<file path="config.mk">
export PLATFORM = sky130hd
export DESIGN_NAME = data_mux_slot_scheduler_flat
export DESIGN_NICKNAME = d
export VERILOG_FILES = /design/src/rtl/data_mux_slot_scheduler_if.sv /design/src/rtl/data_mux_slot_scheduler.sv /design/src/flat_wrapper.sv
export SDC_FILE = /design/constraint.sdc
export NUM_CORES = 1
export LEC_CHECK = 0
export BUFFER_PORTS_ARGS = -buffer_cell sky130_fd_sc_hd__buf_2
export CORE_MARGIN = 5
export CORE_UTILIZATION = 45
export CTS_CLUSTER_DIAMETER = 120
export DETAILED_ROUTE_END_ITERATION = 10
export PLACE_DENSITY_LB_ADDON = 0.12
export RECOVER_POWER = 100
export SLEW_MARGIN = 20
export SYNTH_ARGS = -nofsm -noshare
export SYNTH_HDL_FRONTEND = slang
export SYNTH_SLANG_ARGS = --single-unit
</file>
<file path="constraint.sdc">
create_clock -name clk -period 2.1 [get_ports clk]
set_input_delay 0.105 -clock clk [delete_from_list [all_inputs] [get_ports clk]]
set_output_delay 0.105 -clock clk [all_outputs]
set_load 0.005 [all_outputs]
</file>
<file path="src/rtl/data_mux_slot_scheduler_if.sv">
// Purpose     : handshake/bus bundle between the stream sources, the slot scheduler and the mux sink.
// Latency     : none (wires only).
// Backpressure: ds_ready tells each source when its slot is open; there is no stall toward the sink.
interface data_mux_slot_scheduler_if #(
   parameter int DATA_W = 8
);
   // configuration / control
   logic              enable;
   logic [1:0]        mode;
   logic [2:0]        switch_clk_cycles;
   // stream side
   logic [DATA_W-1:0] ds1;
   logic [DATA_W-1:0] ds2;
   logic [DATA_W-1:0] ds3;
   logic [2:0]        ds_valid;
   logic [2:0]        ds_ready;
   // mux output side
   logic [DATA_W-1:0] mux_data;
   logic              mux_valid;
   logic [1:0]        sel;
   logic              symbol_start;
   logic              cfg_err;
   logic              underrun;

   modport master (
      output enable, mode, switch_clk_cycles, ds1, ds2, ds3, ds_valid,
      input  ds_ready, mux_data, mux_valid, sel, symbol_start, cfg_err, underrun
   );

   modport slave (
      input  enable, mode, switch_clk_cycles, ds1, ds2, ds3, ds_valid,
      output ds_ready, mux_data, mux_valid, sel, symbol_start, cfg_err, underrun
   );
endinterface

</file>
<file path="src/rtl/data_mux_slot_scheduler.sv">
// Purpose     : time-slot scheduler granting the shared mux output to DS1..DS3 in slot order per symbol.
// Latency     : 1 clk from a RUN cycle (slot owner sampled) to mux_data/mux_valid/sel/symbol_start.
// Backpressure: none upstream; an owner without valid in its slot loses that sample (underrun pulse).
module data_mux_slot_scheduler #(
   parameter int DATA_W        = 8,
   parameter int SYMBOL_CYCLES = 6
) (
   input  logic                      clk,
   input  logic                      rst,
   data_mux_slot_scheduler_if.slave  sched_io
);

   typedef enum logic [1:0] {
      ST_IDLE = 2'd0,
      ST_RUN  = 2'd1,
      ST_HOLD = 2'd2
   } state_t;

   localparam logic [2:0] CYC_LAST = 3'(SYMBOL_CYCLES - 1);
   localparam logic [4:0] SYM5     = 5'(SYMBOL_CYCLES);

   // sequencing state
   state_t            state_q;
   logic [2:0]        cyc_q;
   logic [2:0]        cyc_d;
   logic [1:0]        slot_q;
   logic [1:0]        slot_d;
   logic [2:0]        in_slot_q;
   logic [2:0]        in_slot_d;

   // configuration latched at the last accepted boundary
   logic [1:0]        mode_l_q;
   logic [2:0]        swc_l_q;

   // registered outputs
   logic [DATA_W-1:0] mux_data_q;
   logic              mux_valid_q;
   logic [1:0]        sel_q;
   logic              symbol_start_q;
   logic              cfg_err_q;
   logic              underrun_q;

   // combinational helpers
   logic [4:0]        slot_prod;
   logic              cfg_legal;
   logic              boundary;
   logic              slot_live;
   logic              owner_vld;
   logic [DATA_W-1:0] owner_dat;

   // Config check: slots must tile the symbol exactly; 5 bits hold 3*7 without wrap.
   always_comb begin
      slot_prod = {3'b000, sched_io.mode} * {2'b00, sched_io.switch_clk_cycles};
      cfg_legal = (sched_io.mode != 2'd0) && (slot_prod == SYM5);
   end

   // Boundary: every cycle outside RUN, otherwise only on the last cycle of the symbol.
   always_comb begin
      boundary = (state_q != ST_RUN) || (cyc_q == CYC_LAST);
   end

   // Next values of the RUN counters when no boundary occurs; slot advances on in_slot wrap.
   always_comb begin
      cyc_d     = cyc_q + 3'd1;
      in_slot_d = in_slot_q + 3'd1;
      slot_d    = slot_q;
      if (in_slot_q == (swc_l_q - 3'd1)) begin
         in_slot_d = 3'd0;
         slot_d    = slot_q + 2'd1;
      end
   end

   // Slot owner data/valid select; slot 3 cannot occur under a legal config.
   always_comb begin
      owner_vld = 1'b0;
      owner_dat = sched_io.ds1;
      case (slot_q)
         2'd0: begin
            owner_vld = sched_io.ds_valid[0];
            owner_dat = sched_io.ds1;
         end
         2'd1: begin
            owner_vld = sched_io.ds_valid[1];
            owner_dat = sched_io.ds2;
         end
         2'd2: begin
            owner_vld = sched_io.ds_valid[2];
            owner_dat = sched_io.ds3;
         end
         default: begin
            owner_vld = 1'b0;
            owner_dat = sched_io.ds1;
         end
      endcase
   end

   // Grant: one-hot ready for the current slot owner while running. The mode_l
   // term is defensive only; a legal config never lets slot reach mode_l.
   always_comb begin
      slot_live = (state_q == ST_RUN) && (slot_q < mode_l_q);
      sched_io.ds_ready[0] = slot_live && (slot_q == 2'd0);
      sched_io.ds_ready[1] = slot_live && (slot_q == 2'd1);
      sched_io.ds_ready[2] = slot_live && (slot_q == 2'd2);
   end

   // FSM, counters, config latch and registered output stage in one process.
   always_ff @(posedge clk or posedge rst) begin
      if (rst) begin
         state_q        <= ST_IDLE;
         cyc_q          <= 3'd0;
         slot_q         <= 2'd0;
         in_slot_q      <= 3'd0;
         mode_l_q       <= 2'd0;
         swc_l_q        <= 3'd0;
         mux_data_q     <= '0;
         mux_valid_q    <= 1'b0;
         sel_q          <= 2'd0;
         symbol_start_q <= 1'b0;
         cfg_err_q      <= 1'b0;
         underrun_q     <= 1'b0;
      end else begin
         // Output stage reflects the cycle just finished.
         if (state_q == ST_RUN) begin
            sel_q          <= slot_q;
            symbol_start_q <= (cyc_q == 3'd0);
            if (owner_vld) begin
               mux_data_q  <= owner_dat;
               mux_valid_q <= 1'b1;
               underrun_q  <= 1'b0;
            end else begin
               mux_valid_q <= 1'b0;
               underrun_q  <= 1'b1;
            end
         end else begin
            mux_valid_q    <= 1'b0;
            symbol_start_q <= 1'b0;
            underrun_q     <= 1'b0;
         end

         // Sequencing: decisions only at boundaries so a started symbol always completes.
         if (boundary) begin
            cyc_q     <= 3'd0;
            slot_q    <= 2'd0;
            in_slot_q <= 3'd0;
            if (!sched_io.enable) begin
               state_q <= ST_IDLE;
            end else if (cfg_legal) begin
               state_q   <= ST_RUN;
               mode_l_q  <= sched_io.mode;
               swc_l_q   <= sched_io.switch_clk_cycles;
               cfg_err_q <= 1'b0;
            end else begin
               state_q   <= ST_HOLD;
               cfg_err_q <= 1'b1;
            end
         end else begin
            cyc_q     <= cyc_d;
            slot_q    <= slot_d;
            in_slot_q <= in_slot_d;
         end
      end
   end

   assign sched_io.mux_data     = mux_data_q;
   assign sched_io.mux_valid    = mux_valid_q;
   assign sched_io.sel          = sel_q;
   assign sched_io.symbol_start = symbol_start_q;
   assign sched_io.cfg_err      = cfg_err_q;
   assign sched_io.underrun     = underrun_q;

endmodule
</file>
<file path="src/flat_wrapper.sv">
// flat-port wrapper written by rule: the top's interface ports become plain ports
module data_mux_slot_scheduler_flat 
#(
   parameter int DATA_W        = 8,
   parameter int SYMBOL_CYCLES = 6
)
  (clk, rst, sched_io_enable, sched_io_mode, sched_io_switch_clk_cycles, sched_io_ds1, sched_io_ds2, sched_io_ds3, sched_io_ds_valid, sched_io_ds_ready, sched_io_mux_data, sched_io_mux_valid, sched_io_sel, sched_io_symbol_start, sched_io_cfg_err, sched_io_underrun);
  data_mux_slot_scheduler_if #(.DATA_W(DATA_W)) sched_io_i ();
  input  logic clk;
  input  logic rst;
  input wire logic [$bits(sched_io_i.enable)-1:0] sched_io_enable;
  input wire logic [$bits(sched_io_i.mode)-1:0] sched_io_mode;
  input wire logic [$bits(sched_io_i.switch_clk_cycles)-1:0] sched_io_switch_clk_cycles;
  input wire logic [$bits(sched_io_i.ds1)-1:0] sched_io_ds1;
  input wire logic [$bits(sched_io_i.ds2)-1:0] sched_io_ds2;
  input wire logic [$bits(sched_io_i.ds3)-1:0] sched_io_ds3;
  input wire logic [$bits(sched_io_i.ds_valid)-1:0] sched_io_ds_valid;
  output wire logic [$bits(sched_io_i.ds_ready)-1:0] sched_io_ds_ready;
  output wire logic [$bits(sched_io_i.mux_data)-1:0] sched_io_mux_data;
  output wire logic [$bits(sched_io_i.mux_valid)-1:0] sched_io_mux_valid;
  output wire logic [$bits(sched_io_i.sel)-1:0] sched_io_sel;
  output wire logic [$bits(sched_io_i.symbol_start)-1:0] sched_io_symbol_start;
  output wire logic [$bits(sched_io_i.cfg_err)-1:0] sched_io_cfg_err;
  output wire logic [$bits(sched_io_i.underrun)-1:0] sched_io_underrun;
  assign sched_io_i.enable = sched_io_enable;
  assign sched_io_i.mode = sched_io_mode;
  assign sched_io_i.switch_clk_cycles = sched_io_switch_clk_cycles;
  assign sched_io_i.ds1 = sched_io_ds1;
  assign sched_io_i.ds2 = sched_io_ds2;
  assign sched_io_i.ds3 = sched_io_ds3;
  assign sched_io_i.ds_valid = sched_io_ds_valid;
  assign sched_io_ds_ready = sched_io_i.ds_ready;
  assign sched_io_mux_data = sched_io_i.mux_data;
  assign sched_io_mux_valid = sched_io_i.mux_valid;
  assign sched_io_sel = sched_io_i.sel;
  assign sched_io_symbol_start = sched_io_i.symbol_start;
  assign sched_io_cfg_err = sched_io_i.cfg_err;
  assign sched_io_underrun = sched_io_i.underrun;
  data_mux_slot_scheduler #(.DATA_W(DATA_W), .SYMBOL_CYCLES(SYMBOL_CYCLES)) u_core (.clk(clk), .rst(rst), .sched_io(sched_io_i));
endmodule
</file>
==> flow_summary.yaml <==
synth:
  synth_area_leaders: "dfrtp_1 46%, ha_1 9.6%, o21ai_0 5.8%, nand2_1 5.3%, a22oi_1 3.8%"
  ys_seq_elements: 29
  yosysWarningCount: 0
  synth_top_area_cell: "dfrtp_1"
  synthDistinctLibCells: 32
  seq_area_frac_synth_pct: 46.47
  yosys.area.top_type_share_pct: 46.47
  synth_cells: 155
  synth_area_per_cell_um2: 10.07
  synth_nets: 203
  synth_area_um2: 1561
critical_path:
  path_common_cell: "a21oi_1"
  critPathBufInv: 2
  cp_top_family: "simple AND/OR/NAND/NOR gates"
  cpMaxStageDelayCell: "nor4b_1"
  crit_chain: "buf_2, and2_2, ha_1, fa_1, a21oi_1, a21oi_1, nor4b_1, buf_4, mux2_2"
  ff2ff_setup_slack_ns: 0.19
  cp-end-kind: "register"
  start_kind: "primary input"
  cp.required_ns: 2.31
  cp.arrival_ns: 2.15
  worst-setup-path-type: "in -> reg"
  slowest_delay_ns: 0.44
  worstPathMaxFanout: 3
job:
  timing.max_cap.violations: 0
global_route:
  grt_pass1_vias: 1248
  antenna_found_initial: 0
  grt_max_degree: 30
  grt_overflow: 0
  grt_pass1_wl_mm: 5.444
  grt_usage_pct: 16.11
clocking:
  numCtsBuffers: 5
  clockBufferDepth: 2
  clk_latency_ns: 0.33
  cts.sinks: 29
  cts_tree: "built"
  clk_pin_slew_ns: 0.08
  root_buffer: "clkbuf_4"
  htreeDepth: 2
worst_hold_path:
  hold_class: "in -> reg"
placed_design:
  placed_cells: 256
  post-dp-hpwl_mm: 2.668
  post_dp_cell_area_um2: 1922
  gp_congestion: 0.7774
  port_buffers: 51
  pre_cts_ws_ns: -0.06131
die:
  io_pins: 52
  num_rows: 21
  die_w_um: 68.91
  die_h_um: 68.91
  die-area_um2: 4748
  core_region_area_um2: 3337
  start_util_pct: 46.79
sta:
  finalWorstSetupSlack_ns: 0.1652
  worst_pin_slew_ns: 0.6981
  fmax_mhz: 516.8
  period_share_pct: 92.13
  slew_headroom_pct: 53.46
  rsz0062_at_grt: "false"
  min_period_ns: 1.935
  finalSetupViolCount: 0
  drv_slew: 0
  skew_ns: 0.009830
  hold_viol_final: 0
cells_and_area:
  layout.cells.most_common_list: "38 x buf_2, 29 x dfrtp_1, 22 x nand2_1"
  drive_above_1_share_pct: 28.44
  diodes: 0
  design_area_um2: 1939
  syn_to_final_growth_pct: 24.20
  fin_cells: 264
  nNetsFinal: 266
  final_common_cell: "buf_2"
pwr:
  p_leak_nw: 0.9728
  p_per_area_nw_per_um2: 732.4
  vdd_drop_max_mv: 0.3925
  p_total_w: 0.001420
route:
  num_vias: 1304
  avgRoutedWirePerCell_um: 12.84
  drc: 0
  antenna_left: 0
  dr.pass1.iters: 5
  drtIter0Drc: 29
  drt-vias-per-instance: 4.939
  wirelength_mm: 3.390
run_status:
  outcome: "completed"
[routing by layer]
| layer | wire length [µm] | track usage (%) |
|---|---|---|
| met4 | 85 | 9.002 |
| met3 | 396 | 6.159 |
| met2 | 1542 | 26.31 |
| met5 | 0 | 0 |
| met1 | 1365 | 17.95 |
[area by class of cell]
class	instances	area [µm²]
fill	323	1398
multi-input combinational	110	744.5
sequential	29	725.7
timing repair buffer	63	322.8
tap	46	57.56
clock buffer	7	55.05
inverter	9	33.78
[registers in the layout, indices dropped and copies added, names as in the netlist, 2 cells and up]
signal / flops
u_core.cyc_q: 3
u_core.in_slot_q: 3
u_core.mode_l_q: 2
u_core.sched_io.mux_data: 8
u_core.sched_io.sel: 2
u_core.slot_q: 2
u_core.state_q: 2
u_core.swc_l_q: 3
[what timing repair did]
| action | in CTS | in global routing |
|---|---|---|
| setup buffers | 0 | 0 |
| gates resized for setup | 0 | 0 |
| endpoints found under the hold margin | 29 | 0 |
| hold buffers | 1 | 0 |
[logic make-up (layout without fill, tap and decap cells)]
kind of cell / count (synthesis) / in the layout / share of synthesized area [%]
flops: 29 / 29 / 46.47
xor+xnor: 6 / 6 / 4.247
mux: 5 / 5 / 3.606
compound gates: 37 / 37 / 14.66
buf+inv: 16 / 79 / 4.407
fa+ha+maj: 13 / 13 / 10.90
simple gates: 49 / 49 / 15.71
[cells in the mapped netlist (all sizes together)]
library cell	instances
nand3	2
fa	1
buf	5
o2111ai	1
a222oi	1
nor4b	1
inv	9
ha	12
a22oi	8
a21boi	1
xnor2	3
nand2b	1
clkbuf	2
dfrtp	29
nor3b	1
nand2	22
nor3	1
nor2	10
xor2	2
o21ai	19
mux2	5
a21o	2
xnor3	1
or3	1
and2	8
a21oi	5
and3	2
[stage by stage]
step | util, % | TNS [ns] | hold WS (ns)
finish | 58.12 | 0 | 0.03759
global placement | 57.59 | -0.01725 | 0.1880
global route | 58.12 | 0 | 0.01006
floorplan | - | 0 | 0.1831
detailed placement | 57.59 | -0.2785 | 0.1949
CTS | 59.54 | 0 | 0.01725
[final timing paths]
| check | to | from | cells past startpoint |
|---|---|---|---|
| min in group asynchronous | u_core.in_slot_q[2] | rst | 4 |
| max reg2reg | u_core.swc_l_q[0] | u_core.cyc_q[1] | 6 |
| max | u_core.swc_l_q[0] | sched_io_mode[1] | 9 |
| min | u_core.swc_l_q[1] | sched_io_switch_clk_cycles[1] | 2 |
| min reg2reg | u_core.sched_io.mux_data[7] | u_core.sched_io.mux_data[7] | 2 |
| max in group asynchronous | u_core.cyc_q[0] | rst | 4 |
[worst register-to-register path, cell delays in order (launching register included)]
cell,delay [ns]
dfrtp_1,0.38
inv_1,0.08
ha_1,0.16
a21oi_1,0.18
nor4b_1,0.47
buf_4,0.20
mux2_2,0.33
[where the power goes]
part	switching [W]	internal (W)	total, W
clock network	0.000182	0.000158	0.000340
logic	0.000165	0.000192	0.000357
registers	0.0000593	0.000664	0.000723
total	0.000407	0.00101	0.00142
Note: power is estimated with default switching activity, not from simulation.
